## src/rtl/pwm_ramp_ctrl.sv

```systemverilog
// Soft-start/soft-stop duty controller for a 10-step PWM generator.
// Steps duty toward the switch target at period boundaries and owns the output enable.
module pwm_ramp_ctrl #(
    parameter int unsigned PERIOD       = 10,
    parameter int unsigned STEP_PERIODS = 4,
    parameter int unsigned DW           = 4
) (
    input  logic          clk_i,
    input  logic          rst_i,
    input  logic [2:0]    sw_i,
    input  logic          start_i,
    input  logic          stop_i,
    output logic [DW-1:0] duty_o,
    output logic          pwm_en_o,
    output logic          period_start_o,
    output logic          busy_o,
    output logic          at_target_o
);

    localparam int unsigned PcntW = (PERIOD > 1) ? $clog2(PERIOD) : 1;
    localparam int unsigned StepW = (STEP_PERIODS > 1) ? $clog2(STEP_PERIODS) : 1;

    typedef enum logic [1:0] {StOff, StRamp, StHold, StStopping} state_e;

    state_e           state_q;
    logic [2:0]       sw_meta_q, sw_sync_q;
    logic [PcntW-1:0] pcnt_q;
    logic [StepW-1:0] stepcnt_q;
    logic [DW-1:0]    duty_q;
    logic             pwm_en_q, busy_q, at_target_q;

    logic [DW-1:0]    target;
    logic [DW-1:0]    duty_ramp, duty_down;
    logic             period_end, step_evt;

    assign target     = DW'(sw_sync_q) + DW'(1);
    assign period_end = (pcnt_q == PcntW'(PERIOD - 1));
    assign step_evt   = period_end && (stepcnt_q == StepW'(STEP_PERIODS - 1));

    // Step is suppressed once duty already sits on its goal, so no wrap or underflow.
    always_comb begin
        duty_ramp = duty_q;
        if (duty_q < target) begin
            duty_ramp = duty_q + DW'(1);
        end else if (duty_q > target) begin
            duty_ramp = duty_q - DW'(1);
        end
        duty_down = (duty_q == '0) ? '0 : duty_q - DW'(1);
    end

    always_ff @(posedge clk_i or posedge rst_i) begin
        if (rst_i) begin
            state_q     <= StOff;
            sw_meta_q   <= '0;
            sw_sync_q   <= '0;
            pcnt_q      <= '0;
            stepcnt_q   <= '0;
            duty_q      <= '0;
            pwm_en_q    <= 1'b0;
            busy_q      <= 1'b0;
            at_target_q <= 1'b0;
        end else begin
            sw_meta_q <= sw_i;
            sw_sync_q <= sw_meta_q;
            pcnt_q    <= period_end ? '0 : pcnt_q + PcntW'(1);

            unique case (state_q)
                StOff: begin
                    stepcnt_q <= '0;
                    if (start_i && !stop_i) begin
                        state_q  <= StRamp;
                        pwm_en_q <= 1'b1;
                        busy_q   <= 1'b1;
                    end
                end
                StRamp: begin
                    if (stop_i) begin
                        state_q   <= StStopping;
                        stepcnt_q <= '0;
                    end else if (step_evt) begin
                        duty_q    <= duty_ramp;
                        stepcnt_q <= '0;
                        if (duty_ramp == target) begin
                            state_q     <= StHold;
                            busy_q      <= 1'b0;
                            at_target_q <= 1'b1;
                        end
                    end else if (period_end) begin
                        stepcnt_q <= stepcnt_q + StepW'(1);
                    end
                end
                StHold: begin
                    stepcnt_q <= '0;
                    if (stop_i) begin
                        state_q     <= StStopping;
                        busy_q      <= 1'b1;
                        at_target_q <= 1'b0;
                    end else if (target != duty_q) begin
                        state_q     <= StRamp;
                        busy_q      <= 1'b1;
                        at_target_q <= 1'b0;
                    end
                end
                StStopping: begin
                    if (start_i && !stop_i) begin
                        state_q   <= StRamp;
                        stepcnt_q <= '0;
                    end else if (step_evt) begin
                        duty_q    <= duty_down;
                        stepcnt_q <= '0;
                        if (duty_down == '0) begin
                            state_q  <= StOff;
                            pwm_en_q <= 1'b0;
                            busy_q   <= 1'b0;
                        end
                    end else if (period_end) begin
                        stepcnt_q <= stepcnt_q + StepW'(1);
                    end
                end
                default: begin
                    state_q <= StOff;
                end
            endcase
        end
    end

    // Gated by reset so every output reads 0 while reset is held.
    assign period_start_o = (pcnt_q == '0) && !rst_i;
    assign duty_o         = duty_q;
    assign pwm_en_o       = pwm_en_q;
    assign busy_o         = busy_q;
    assign at_target_o    = at_target_q;

endmodule

```

## config.mk

```make
export PLATFORM = sky130hd
export DESIGN_NAME = pwm_ramp_ctrl
export DESIGN_NICKNAME = d
export VERILOG_FILES = /design/src/rtl/pwm_ramp_ctrl.sv
export SDC_FILE = /design/constraint.sdc
export NUM_CORES = 1
export LEC_CHECK = 0
export CAP_MARGIN = 20
export CELL_PAD_IN_SITES_DETAIL_PLACEMENT = 1
export CELL_PAD_IN_SITES_GLOBAL_PLACEMENT = 2
export CORE_ASPECT_RATIO = 1.75
export CORE_MARGIN = 2
export CORE_UTILIZATION = 37
export DETAILED_ROUTE_END_ITERATION = 10
export GPL_TIMING_DRIVEN = 0
export HOLD_SLACK_MARGIN = 0.1
export PLACE_DENSITY_LB_ADDON = 0.1
export SYNTH_ARGS = -nofsm -noshare
export SYNTH_HDL_FRONTEND = slang
export SYNTH_SLANG_ARGS = --single-unit
export TNS_END_PERCENT = 100
```

## constraint.sdc

```tcl
create_clock -name clk_i -period 7.3 [get_ports clk_i]
set_input_delay 1.095 -clock clk_i [delete_from_list [all_inputs] [get_ports clk_i]]
set_output_delay 1.095 -clock clk_i [all_outputs]
set_load 0.02 [all_outputs]
```

==> flow_summary.toml <==
[power]
totalPowerFinal_uw = 363
ir_drop_uv = 140
leakagePower_nw = 0.753
p_sw_share_pct = 38.2
p_int_uw = 225
clkPwrFrac_pct = 21.6
power_density_nw_per_um2 = 205
pwr-share-seq_pct = 40.0
power_frac_comb_pct = 38.5
switchingPower_uw = 139

[detailed_routing]
post_drt_wl_per_cell_um = 18.0
ant_nets = 0
routed-via-count = 1367
wirelength_mm = 4.30
vias_per_cell = 5.72
drtPass1Iterations = 4
drt_iter0_markers = 22
drc_errors = 0

[synthesis]
synth_edf_count = 0
ys_types = 48
synth-main-ff-cell = "dfrtp_1"
syn_area_per_cell_um2 = 8.86
async_reset_ff_share_pct = 100
ys_seq_elements = 21
syn-num-nets = 189
synth.cell_area_um2 = 1530
yosysSeqAreaShare_pct = 34.3
synthCells = 173
synth.yosys.warnings = 0

[sta]
whs_ns = 0.356
period_needed_ns = 3.77
slew_violations = 0
setup_violations = 0
fmax_mhz = 265
rsz0062_at_grt = "false"
period_share_pct = 51.6
final_hold_viol_count = 0
worst_pin_slew_ns = 0.838
slew_headroom_pct = 44.1
tns_ns = 0
skew_ns = 0.00856

[grt]
grt_overflow = 0
grt_max_degree = 22
grt_pass1_wl_mm = 6.80
grt_pass1_vias = 1423
antenna_found_initial = 0
grt_usage_pct = 19.5

[floorplanning]
num_io_pins = 15
rows = 31
die_w_um = 52.7
die_area_um2 = 4690
initial_core_util_pct = 37.6
dieHeight_um = 89.1
core-area_um2 = 4070

[hold_path]
hold_start = "sw_meta_q[0]"
hp-class = "reg2reg"

[clock_network]
cts_tree = "built"
insertion_delay_ns = 0.27
cts_resized = 0
root_buffer = "clkbuf_8"
cts_max_level = 1
holdBufCountCts = 0
cts_setup_buffers = 0
clkSinkCount = 21
path_clk_slew_ns = 0.08
clk_path_buf_depth = 2
cts-buffers-inserted = 3

[layout]
diodes = 0
num-nets-final = 207
final_cells = 239
drive_gt1_share_pct = 11.6
area_growth_pct = 15.5
fin_area_um2 = 1770

[place]
hpwl_mm = 3.35
post-place-cells = 235
postPlaceCellArea_um2 = 1720
portBuffers = 13
place.gp.congestion = 0.829

[setup_path]
required_ns = 6.20
crit-reg2reg-launch = "sw_sync_q[0]"
crit_type = "in2out"
critPathArrivalTime_ns = 2.67
crit_fanout = 2
crit_start = "rst_i"
startpoint_type = "primary input"
worstSetupEndpointType = "primary output"

[run]
maxCapViolations = 0

[outcome]
status = "finished, final reports clean"
==> cell families after synthesis <==
family                   Yosys count  synth area share (%)
AO/OA/AOI/OAI                     56                  24.9
AND/OR/NAND/NOR                   55                  18.3
flip-flops                        21                  34.3
buffers and inverters             17                  5.55
XOR/XNOR                          10                  6.20
adder cells (fa/ha/maj)            9                  7.35
multiplexers                       5                  3.43
==> worst paths after layout <==
kind,cells after the start,to,slack [ns]
worst max-delay path,4,period_start_o,3.53
worst min-delay path,0,sw_sync_q[0],0.36
worst max register to register,10,busy_o,4.19
worst min register to register,0,sw_sync_q[0],0.36
max in group asynchronous,2,duty_o[1],5.46
min in group asynchronous,2,duty_o[0],1.32
==> critical path, stage by stage <==
cell	delay, ns
clkdlybuf4s50_1	0.42
or4_1	0.40
nor2_1	0.13
clkdlybuf4s50_1	0.63
==> metrics by stage <==
stage | utilization (%) | setup WS (ns)
2_1_floorplan | - | 4.42
3_3_place_gp | 42.3 | 3.59
3_5_place_dp | 42.3 | 3.53
4_1_cts | 43.5 | 3.52
5_1_grt | 43.5 | 3.48
6_report | 43.5 | 3.53
==> registers in the layout, summed over array words and instances (netlist names) <==
signal       count
at_target_o      1
busy_o           1
duty_o           4
pcnt_q           4
pwm_en_o         1
state_q          2
stepcnt_q        2
sw_meta_q        3
sw_sync_q        3
==> cells in the final DEF, fill, tap and decap left out, drive strengths merged, types with 2 or more instances in the layout <==
master	Yosys	routed
nand2	15	15
o31ai	2	2
o21ai	12	12
a21oi	15	15
inv	11	11
nand4	2	2
o22ai	4	4
nand2b	2	2
mux2	2	2
a21o	2	2
nor2b	4	4
mux2i	3	3
a22o	3	3
clkbuf	0	3
xnor2	10	10
a211oi	2	2
nor3	4	4
nor2	15	15
dfrtp	21	21
nand3b	2	2
buf	6	6
ha	9	9
a31oi	4	4
o211ai	2	2
nand3	4	4
and2	2	2
clkdlybuf4s50	0	13
==> area by class of cell <==
cell class	count	area (µm²)
multi-input cells	135	922
inverters	11	41.3
clock inverters	1	5.00
plain buffers	6	43.8
flip-flops and latches	21	526
repair buffers	13	130
fillers	491	2300
clock buffers	3	41.3
well taps	49	61.3
==> synth_stat cells, types with 2 or more instances <==
master    number  area [µm²]
dfrtp_1       21         526
a21oi_1       15        75.1
nand2_1       14        52.6
nor2_1        14        52.6
o21ai_0       11        55.1
inv_1         10        37.5
ha_1           9         113
xnor2_1        9        78.8
a31oi_1        4        25.0
nand3_1        4        20.0
nor2b_1        4        25.0
nor3_1         4        20.0
o22ai_1        4        25.0
a22o_1         3        26.3
buf_4          3        22.5
mux2i_1        3        30.0
a21o_1         2        15.0
and2_1         2        12.5
buf_2          2        10.0
mux2_2         2        22.5
nand2b_1       2        12.5
nand3b_1       2        15.0
nand4_1        2        12.5
o211ai_2       2        25.0
o31ai_1        2        15.0
==> layer usage <==
metal	wire, µm	track usage, %
met1	1720	20.9
met2	2490	39.2
met3	49	1.67
met4	44	4.90
met5	0	0
==> power groups by stage <==
stage	logic [mW]	clock network, mW	registers [mW]
global route	0.155	0.0844	0.147
floorplan	0.0960	0	0.147
detailed placement	0.141	0	0.148
global placement	0.134	0	0.145
CTS	0.141	0.0811	0.145
finish	0.140	0.0784	0.145
(Power assumes the default switching activity.)
